**config.mk**
```make
export PLATFORM = sky130hd
export DESIGN_NAME = ipr_forwarder
export DESIGN_NICKNAME = d
export VERILOG_FILES = /design/src/rtl/ipr_forwarder.sv
export SDC_FILE = /design/constraint.sdc
export NUM_CORES = 1
export LEC_CHECK = 0
export ABC_AREA = 1
export BUFFER_PORTS_ARGS = -buffer_cell sky130_fd_sc_hd__buf_2
export CORE_UTILIZATION = 30
export DETAILED_ROUTE_END_ITERATION = 8
export PLACE_DENSITY_LB_ADDON = 0.2
export SYNTH_ARGS = -nofsm -noshare
export SYNTH_HDL_FRONTEND = slang
export SYNTH_SLANG_ARGS = --single-unit
```
**constraint.sdc**
```tcl
create_clock -name clk -period 1.6 [get_ports clk]
set_input_delay 0.16 -clock clk [delete_from_list [all_inputs] [get_ports clk]]
set_output_delay 0.16 -clock clk [all_outputs]
set_load 0.005 [all_outputs]
```
**src/rtl/ipr_forwarder.sv**
```systemverilog
// ipr_forwarder: moves words from an upstream IPR FIFO to a downstream
// IPR FIFO through a small circular holding buffer.
module ipr_forwarder #(
    parameter int BUF_DEPTH = 2,
    parameter int CNT_W     = 16
) (
    input  logic                           clk,
    input  logic                           rst_n,
    input  logic                           enable,
    output logic                           rd_req,
    input  logic                           rd_gnt,
    input  logic                           rd_rvalid,
    input  logic [31:0]                    rd_rdata,
    output logic                           wr_req,
    output logic                           wr_we,
    output logic [31:0]                    wr_wdata,
    input  logic                           wr_gnt,
    input  logic                           wr_rvalid,
    output logic [$clog2(BUF_DEPTH+1)-1:0] occupancy,
    output logic [CNT_W-1:0]               fwd_count,
    output logic                           busy
);

    localparam int OCC_W = $clog2(BUF_DEPTH + 1);
    localparam int PTR_W = (BUF_DEPTH > 1) ? $clog2(BUF_DEPTH) : 1;

    localparam logic [PTR_W-1:0] PTR_LAST = PTR_W'(BUF_DEPTH - 1);
    localparam logic [OCC_W-1:0] OCC_FULL = OCC_W'(BUF_DEPTH);

    typedef enum logic [1:0] {
        R_IDLE,
        R_REQ,
        R_WAIT
    } rd_state_e;

    typedef enum logic [1:0] {
        W_IDLE,
        W_REQ,
        W_WAIT
    } wr_state_e;

    rd_state_e        rd_state_q;
    rd_state_e        rd_state_d;
    wr_state_e        wr_state_q;
    wr_state_e        wr_state_d;
    logic [PTR_W-1:0] wptr_q;
    logic [PTR_W-1:0] wptr_d;
    logic [PTR_W-1:0] rptr_q;
    logic [PTR_W-1:0] rptr_d;
    logic [OCC_W-1:0] occ_q;
    logic [OCC_W-1:0] occ_d;
    logic [CNT_W-1:0] cnt_q;
    logic [CNT_W-1:0] cnt_d;
    logic [31:0]      mem_q [BUF_DEPTH];
    logic [31:0]      mem_d [BUF_DEPTH];
    logic             start_q;
    logic             start_d;
    logic             push;
    logic             pop;

    function automatic logic [PTR_W-1:0] ptr_inc(input logic [PTR_W-1:0] p);
        return (p == PTR_LAST) ? '0 : p + PTR_W'(1);
    endfunction

    // Read side: one outstanding upstream read at a time, only with room.
    // start_q holds off the first request one edge after reset release.
    always_comb begin
        rd_state_d = rd_state_q;
        push       = 1'b0;
        unique case (rd_state_q)
            R_IDLE: begin
                if (start_q && enable && (occ_q < OCC_FULL)) begin
                    rd_state_d = R_REQ;
                end
            end
            R_REQ: begin
                if (rd_gnt) begin
                    rd_state_d = R_WAIT;
                end else if (!enable) begin
                    rd_state_d = R_IDLE;
                end
            end
            R_WAIT: begin
                if (rd_rvalid) begin
                    push       = 1'b1;
                    rd_state_d = R_IDLE;
                end
            end
            default: rd_state_d = R_IDLE;
        endcase
    end

    // Write side: one request per word, silent until the response returns
    // so the downstream FIFO never sees a second store for the same word.
    always_comb begin
        wr_state_d = wr_state_q;
        pop        = 1'b0;
        unique case (wr_state_q)
            W_IDLE: begin
                if ((occ_q != '0) || push) begin
                    wr_state_d = W_REQ;
                end
            end
            W_REQ: begin
                if (wr_gnt) begin
                    pop        = 1'b1;
                    wr_state_d = W_WAIT;
                end
            end
            W_WAIT: begin
                if (wr_rvalid) begin
                    wr_state_d = W_IDLE;
                end
            end
            default: wr_state_d = W_IDLE;
        endcase
    end

    // Circular holding buffer with occupancy tracking.
    always_comb begin
        mem_d  = mem_q;
        wptr_d = wptr_q;
        rptr_d = rptr_q;
        occ_d  = occ_q;
        if (push) begin
            mem_d[wptr_q] = rd_rdata;
            wptr_d        = ptr_inc(wptr_q);
        end
        if (pop) begin
            rptr_d = ptr_inc(rptr_q);
        end
        case ({push, pop})
            2'b10:   occ_d = occ_q + OCC_W'(1);
            2'b01:   occ_d = occ_q - OCC_W'(1);
            default: occ_d = occ_q;
        endcase
    end

    // Saturating count of words written downstream.
    always_comb begin
        cnt_d   = cnt_q;
        start_d = 1'b1;
        if (pop && (cnt_q != '1)) begin
            cnt_d = cnt_q + CNT_W'(1);
        end
    end

    // Output decode straight from state so reset clears them immediately.
    always_comb begin
        rd_req    = (rd_state_q == R_REQ);
        wr_req    = (wr_state_q == W_REQ);
        wr_we     = wr_req;
        wr_wdata  = wr_req ? mem_q[rptr_q] : 32'h0;
        occupancy = occ_q;
        fwd_count = cnt_q;
        busy      = (occ_q != '0) || (rd_state_q != R_IDLE) ||
                    (wr_state_q != W_IDLE);
    end

    // State registers.
    always_ff @(posedge clk or negedge rst_n) begin
        if (!rst_n) begin
            rd_state_q <= R_IDLE;
            wr_state_q <= W_IDLE;
            wptr_q     <= '0;
            rptr_q     <= '0;
            occ_q      <= '0;
            cnt_q      <= '0;
            mem_q      <= '{default: '0};
            start_q    <= 1'b0;
        end else begin
            rd_state_q <= rd_state_d;
            wr_state_q <= wr_state_d;
            wptr_q     <= wptr_d;
            rptr_q     <= rptr_d;
            occ_q      <= occ_d;
            cnt_q      <= cnt_d;
            mem_q      <= mem_d;
            start_q    <= start_d;
        end
    end

endmodule

```
### Word-level counts from Yosys, hierarchy flattened

Cells that the tools add are included.
Widths: inputs -> output; s select.

* output and inout port bits: 54
* bits in registers: 89
* input port bits: 39

* mux-type cells: 23
* reduce and logical (&&, ||, !) cells: 15
* $lt $le $gt $ge: 4
* bitwise gates (word level): 2
* $add $sub $neg: 5
* eq/ne operators: 13

Operators by type and width (number)
* $mux 32: 5
* $bwmux 64: 1
* $demux 32 s1: 1
* $add 16x1->16 const B: 1
* $ne 16x16->1 const B: 1
* $mux 2: 7
* $pmux 2 s3: 2
* $ne 2x2->1 const B: 4
* $reduce_bool 2->1: 4
* $eq 2x1->1 const B: 3
* $eq 2x2->1 const B: 3
* $mux 1: 6
* $reduce_and 3->1: 2
* $ge 2x2->1 const B: 2
* $logic_and 1x1->1: 4
* $logic_not 2->1: 2
* $not 1->2: 2
* $pmux 2 s2: 1
* $logic_or 1x1->1: 3
* $ne 3x2->1 const B: 1
* $add 1x1->1 const B: 2
* $add 2x1->2 const B: 1
* $lt 2x1->1 const B: 1
* $lt 2x2->1 const B: 1
* 2 further kinds: 2

### Longest topological paths before layout

* word-level depth: 6
* gate-level depth with buffers: 9

### Least setup slack after synthesis

OpenSTA, ideal clock, no wires.

* kind: flip-flop to flip-flop
* start point: reg rd_state_q[0]
* end point: reg occ_q[1] (netlist: occupancy[1])
* setup slack: 190 ps
* path buffers: 0
* library setup time: 131 ps
* data required time: 1469 ps
* data arrival time: 1279 ps
* stages on the path, launching flop included: 7
* cell sequence: dfrtp_1 -> inv_1 -> nand3_2 -> ha_1 -> a21oi_1 -> o21ai_0 -> xor2_1

* word-level cells in the longest chain between the ends: 4
* elaborated cells on any way between the ends: 6
* those cells by class: 3 x eq/ne; 2 x mux; 1 x reduce/logical

Ends and longest elaborated chain
* start, declared: line 42 `rd_state_e rd_state_q;`
* start signal, assigned: line 172 `rd_state_q <= rd_state_d;`
* $eq 2x2->1 *: line 70 `unique case (rd_state_q)`
* $mux 1 *: line 70
* $eq 2x1->1 / $eq 2x2->1 (equally long branches): line 132 `case ({push, pop})`
* $pmux 2 s2 / $reduce_bool 2->1 (equally long branches)
* end signal, assigned: line 167 `occ_q <= '0;`
* end signal, assigned: line 176 `occ_q <= occ_d;`
* end, declared: line 50 `logic [OCC_W-1:0] occ_q;`

Mark *: on every way between the ends. The rest lies on a longest branch, timed or not.
A chain may end at the register's enable or synchronous reset.

### Final worst setup path

* start point: reg wr_state_q[1]
* end point: out wr_wdata[0]

* word-level cells in the longest chain between the ends: 2

Ends and longest elaborated chain
* start, declared: line 44 `wr_state_e wr_state_q;`
* start signal, assigned: line 173 `wr_state_q <= wr_state_d;`
* $eq 2x1->1: line 151 `wr_req = (wr_state_q == W_REQ);`
* $mux 32: line 153 `wr_wdata = wr_req ? mem_q[rptr_q] : 32'h0;`
* end, declared: line 16 `output logic [31:0] wr_wdata,`

Every way passes these cells.

==> summary.md <==
| Metric | Value |
|---|---|
| Max-slew violation count | 0 |
| VDD IR max | 0.787 mV |
| Fillers | 1402 |
| Fmax | 588 MHz |
| Async SR Flop Fraction | 1.00 |
| Clk root buf | clkbuf_16 |
| Worst r2r src | wr_state_q[1]$_DFFE_PN0P_ |
| Ant diodes | 0 |
| Gr ovfl total | 0 |
| Crit-path slowest cell | dfrtp_1 |
| Initial core utilization | 0.312 |
| Layout cells sized above 1 | 0.291 |
| Detailed Routing Iterations Pass 1 | 4 |
| Register share of total power | 0.357 |
| Synth warnings | 0 |
| CORE AREA | 13500 µm² |
| Lkg Pwr | 2.81 nW |
| Critical path required time | 1440 ps |
| CTS Buf Count | 9 |
| Hold crit path type | in -> reg |
| Sw frac | 0.370 |
| Number of routed nets with antenna violations | 0 |
| Sw Pwr | 3.81 mW |
| Max-cap violations | 0 |
| Area added between synthesis and finish | 33.6% |
| CP max stage delay | 390 ps |
| Fin crit share | 1.06 |
| Final hold vios | 0 |
| Critical path class | reg -> out |
| Max clock buf depth | 2 |
| Setup WS pre-CTS | 128 ps |
| Worst-Margin Slew | 599 ps |
| Area occupied by multi-input gates | 1810 µm² |
| Die height | 120 µm |
| Register area share after synthesis | 0.531 |
| Status | finished, violations left |
| First-pass GRT wire length | 18100 µm |
| Initial antenna violation count | 0 |
| Largest net degree at the start of global routing | 90 |
| Routed WL | 11100 µm |
| Mapped Nets | 568 |
| Syn_area_per_cell | 7.96 µm² |
| DP Wirelength | 6920 µm |
| Top-area cell type share of the netlist area | 0.531 |
| Ranking of synthesized cells by area | dfrtp_1 53%, nand2_1 18%, o21ai_0 8.1% |
| Final worst setup slack | -102 ps |
| Fin crit period | 1700 ps |
| Arrival time worst endpoint | 1540 ps |
| Worst R2R End | occupancy[1]$_DFFE_PN0P_ |
| H-tree depth | 3 |
| Worst skew pair latency | 340 ps |
| #FFs+latches synth | 89 |
| # setup viols final | 30 |
| Reg2Reg Depth | 8 |
| Relative slew slack | 0.600 |
| Core Rows | 42 |
| Mapped Area | 4200 µm² |
| Placed Cells | 784 |
| Critical path origin | wr_state_q[1]$_DFFE_PN0P_ |
| Skew final | 5.99 ps |
| Failing checks | setup timing |
| Register area | 2230 µm² |
| Vias post-DR | 3727 |
| Number of DRC markers in iteration 0 | 164 |
| Drt drc | 0 |
| Total track usage | 0.161 |
| PD cells | 1840 nW/µm² |
| Post-Synthesis Cells | 527 |
| Drt wl/cell | 13.7 µm |
| Final hold slack | 28.1 ps |
| Worst-path maximum fanout | 5 |
| RSZ-0062 raised after global routing | true |
| Io pins | 93 |
| Post-Layout Cell Count | 815 |
| Crit-path cells | inv_2 > nand2_2 > inv_4 > buf_6 > buf_12 > o21ai_4 > a21oi_2 > buf_2 |
| Most numerous cell in the Yosys netlist | nand2_1 |
| Most used DFF post-synth | dfrtp_1 |
| Post-synthesis cell type count | 25 |
| Synth area leader | dfrtp_1 |
| CTS sink cnt | 89 |
| Die Area | 14500 µm² |
| Clock Power Share | 0.207 |
| Logic pwr share | 0.436 |
| EDFF count, synth | 0 |
| Nets | 675 |
| Critical Path Sink Type | output port |
| Reg2Reg Setup Slack | 70 ps |
| Int Power | 6.50 mW |
| Critical Path Sink | wr_wdata[0] |
| CTS tree | done |
| Die span in x | 120 µm |
| Vias in the first global route | 3640 |
| Startpoint types | register |
| Power, Total | 10.3 mW |
| Avg Vias per Cell | 4.57 |
| Synth cell count leaders | 196 x nand2_1, 89 x dfrtp_1, 68 x o21ai_0, 50 x inv_1, 33 x a21oi_1 |
| I/O Buffers | 92 |
| Post-layout util | 0.417 |
| Routability cong. | 0.761 |
| Clock-pin transition on the worst setup and hold timing paths | 60 ps |
-- per-layer routing --
layer,GRT usage,wire length [µm],vias to the layer above
li1,-,-,1873
met1,0.215,5290,1758
met2,0.257,5230,91
met3,0.0491,538,5
met4,0.0370,71,0
met5,0,0,-
-- logic make-up after synthesis --
logic type               synth area share
AND/OR/NAND/NOR                     0.231
AO/OA/AOI/OAI                       0.132
flip-flops                          0.531
buffers and inverters              0.0757
XOR/XNOR                           0.0209
adder cells (fa/ha/maj)           0.00596
other                            0.000894
multiplexers                      0.00268
-- power by group through the flow --
| stage | sequential, mW | combinational (mW) | clock, mW |
|---|---|---|---|
| final | 3.68 | 4.49 | 2.14 |
| after global placement | 3.62 | 3.27 | 0 |
| after floorplan | 3.52 | 1.97 | 0 |
| after global routing | 3.79 | 4.99 | 2.30 |
| after detailed placement | 3.65 | 3.32 | 0 |
| after CTS | 3.66 | 4.37 | 2.21 |
-- placed cells by master, fill, tap and decap left out, types with 2 or more instances in the layout --
master	synthesis	routed
nand2_1	196	196
buf_2	11	91
dfrtp_1	89	88
inv_1	50	48
o21ai_0	68	36
o21ai_1	8	20
a21oi_1	33	19
o21ai_2	0	18
nor2_1	18	18
a21oi_2	0	14
buf_4	1	14
clkbuf_16	0	10
xor2_1	8	8
nand3_1	7	7
buf_12	0	7
nor2_4	5	5
nand4_1	5	5
inv_2	3	4
buf_16	0	3
buf_6	1	3
nand2_2	2	2
o21ai_4	0	2
nand3_2	2	2
xnor2_1	2	2
nor2_2	2	2
clkbuf_1	8	2
-- registers in the layout, indices dropped and copies added (netlist names) --
name        count
mem_q          64
fwd_count      16
occupancy       2
rd_state_q      2
wr_state_q      2
rptr_q          1
start_q         1
wptr_q          1
-- worst min-delay path by stage --
stage                  from                   endpoint  cells past startpoint
2_1_floorplan         rst_n   fwd_count[0]$_DFFE_PN0P_                      0
3_3_place_gp          rst_n   fwd_count[9]$_DFFE_PN0P_                      2
3_5_place_dp          rst_n   fwd_count[9]$_DFFE_PN0P_                      2
4_1_cts              rd_gnt  rd_state_q[0]$_DFFE_PN0P_                      2
5_1_grt        rd_rdata[18]      mem_q[50]$_DFFE_PN0P_                      3
6_report             rd_gnt  rd_state_q[0]$_DFFE_PN0P_                      2
-- worst max-delay path, delay by kind of cell, from the launching register on --
family                 cells  cell delay [ps]
buffers and inverters      5              550
DFF                        1              390
AOI/OAI and AO/OA          2              200
and+or+nand+nor            1               60
-- cell type report --
| cell class | count | share of cell area |
|---|---|---|
| flip-flops and latches | 89 | 0.397 |
| repair buffers | 120 | 0.152 |
| clock inverters | 4 | 0.00915 |
| inverters | 53 | 0.0359 |
| multi-input cells | 361 | 0.322 |
| well taps | 176 | 0.0393 |
| clock buffers | 12 | 0.0440 |
-- repair_timing --
item                                   4_1_cts  5_1_grt
pin swaps                                    0        1
buffers inserted                             7        3
gates cloned                                 4        1
resized for setup                           60       19
setup endpoints to repair                   32       35
hold buffers                                 1        0
endpoints found under the hold margin       89        0
-- per-stage QoR --
step / setup TNS (ps) / cell area, µm²
finish: -1760 / 5610
global route: -4500 / 5610
CTS: -2270 / 5530
detailed placement: 0 / 4930
global placement: 0 / 4930
floorplan: 0 / 4200
No activity file was read; power rests on OpenSTA's default activity.
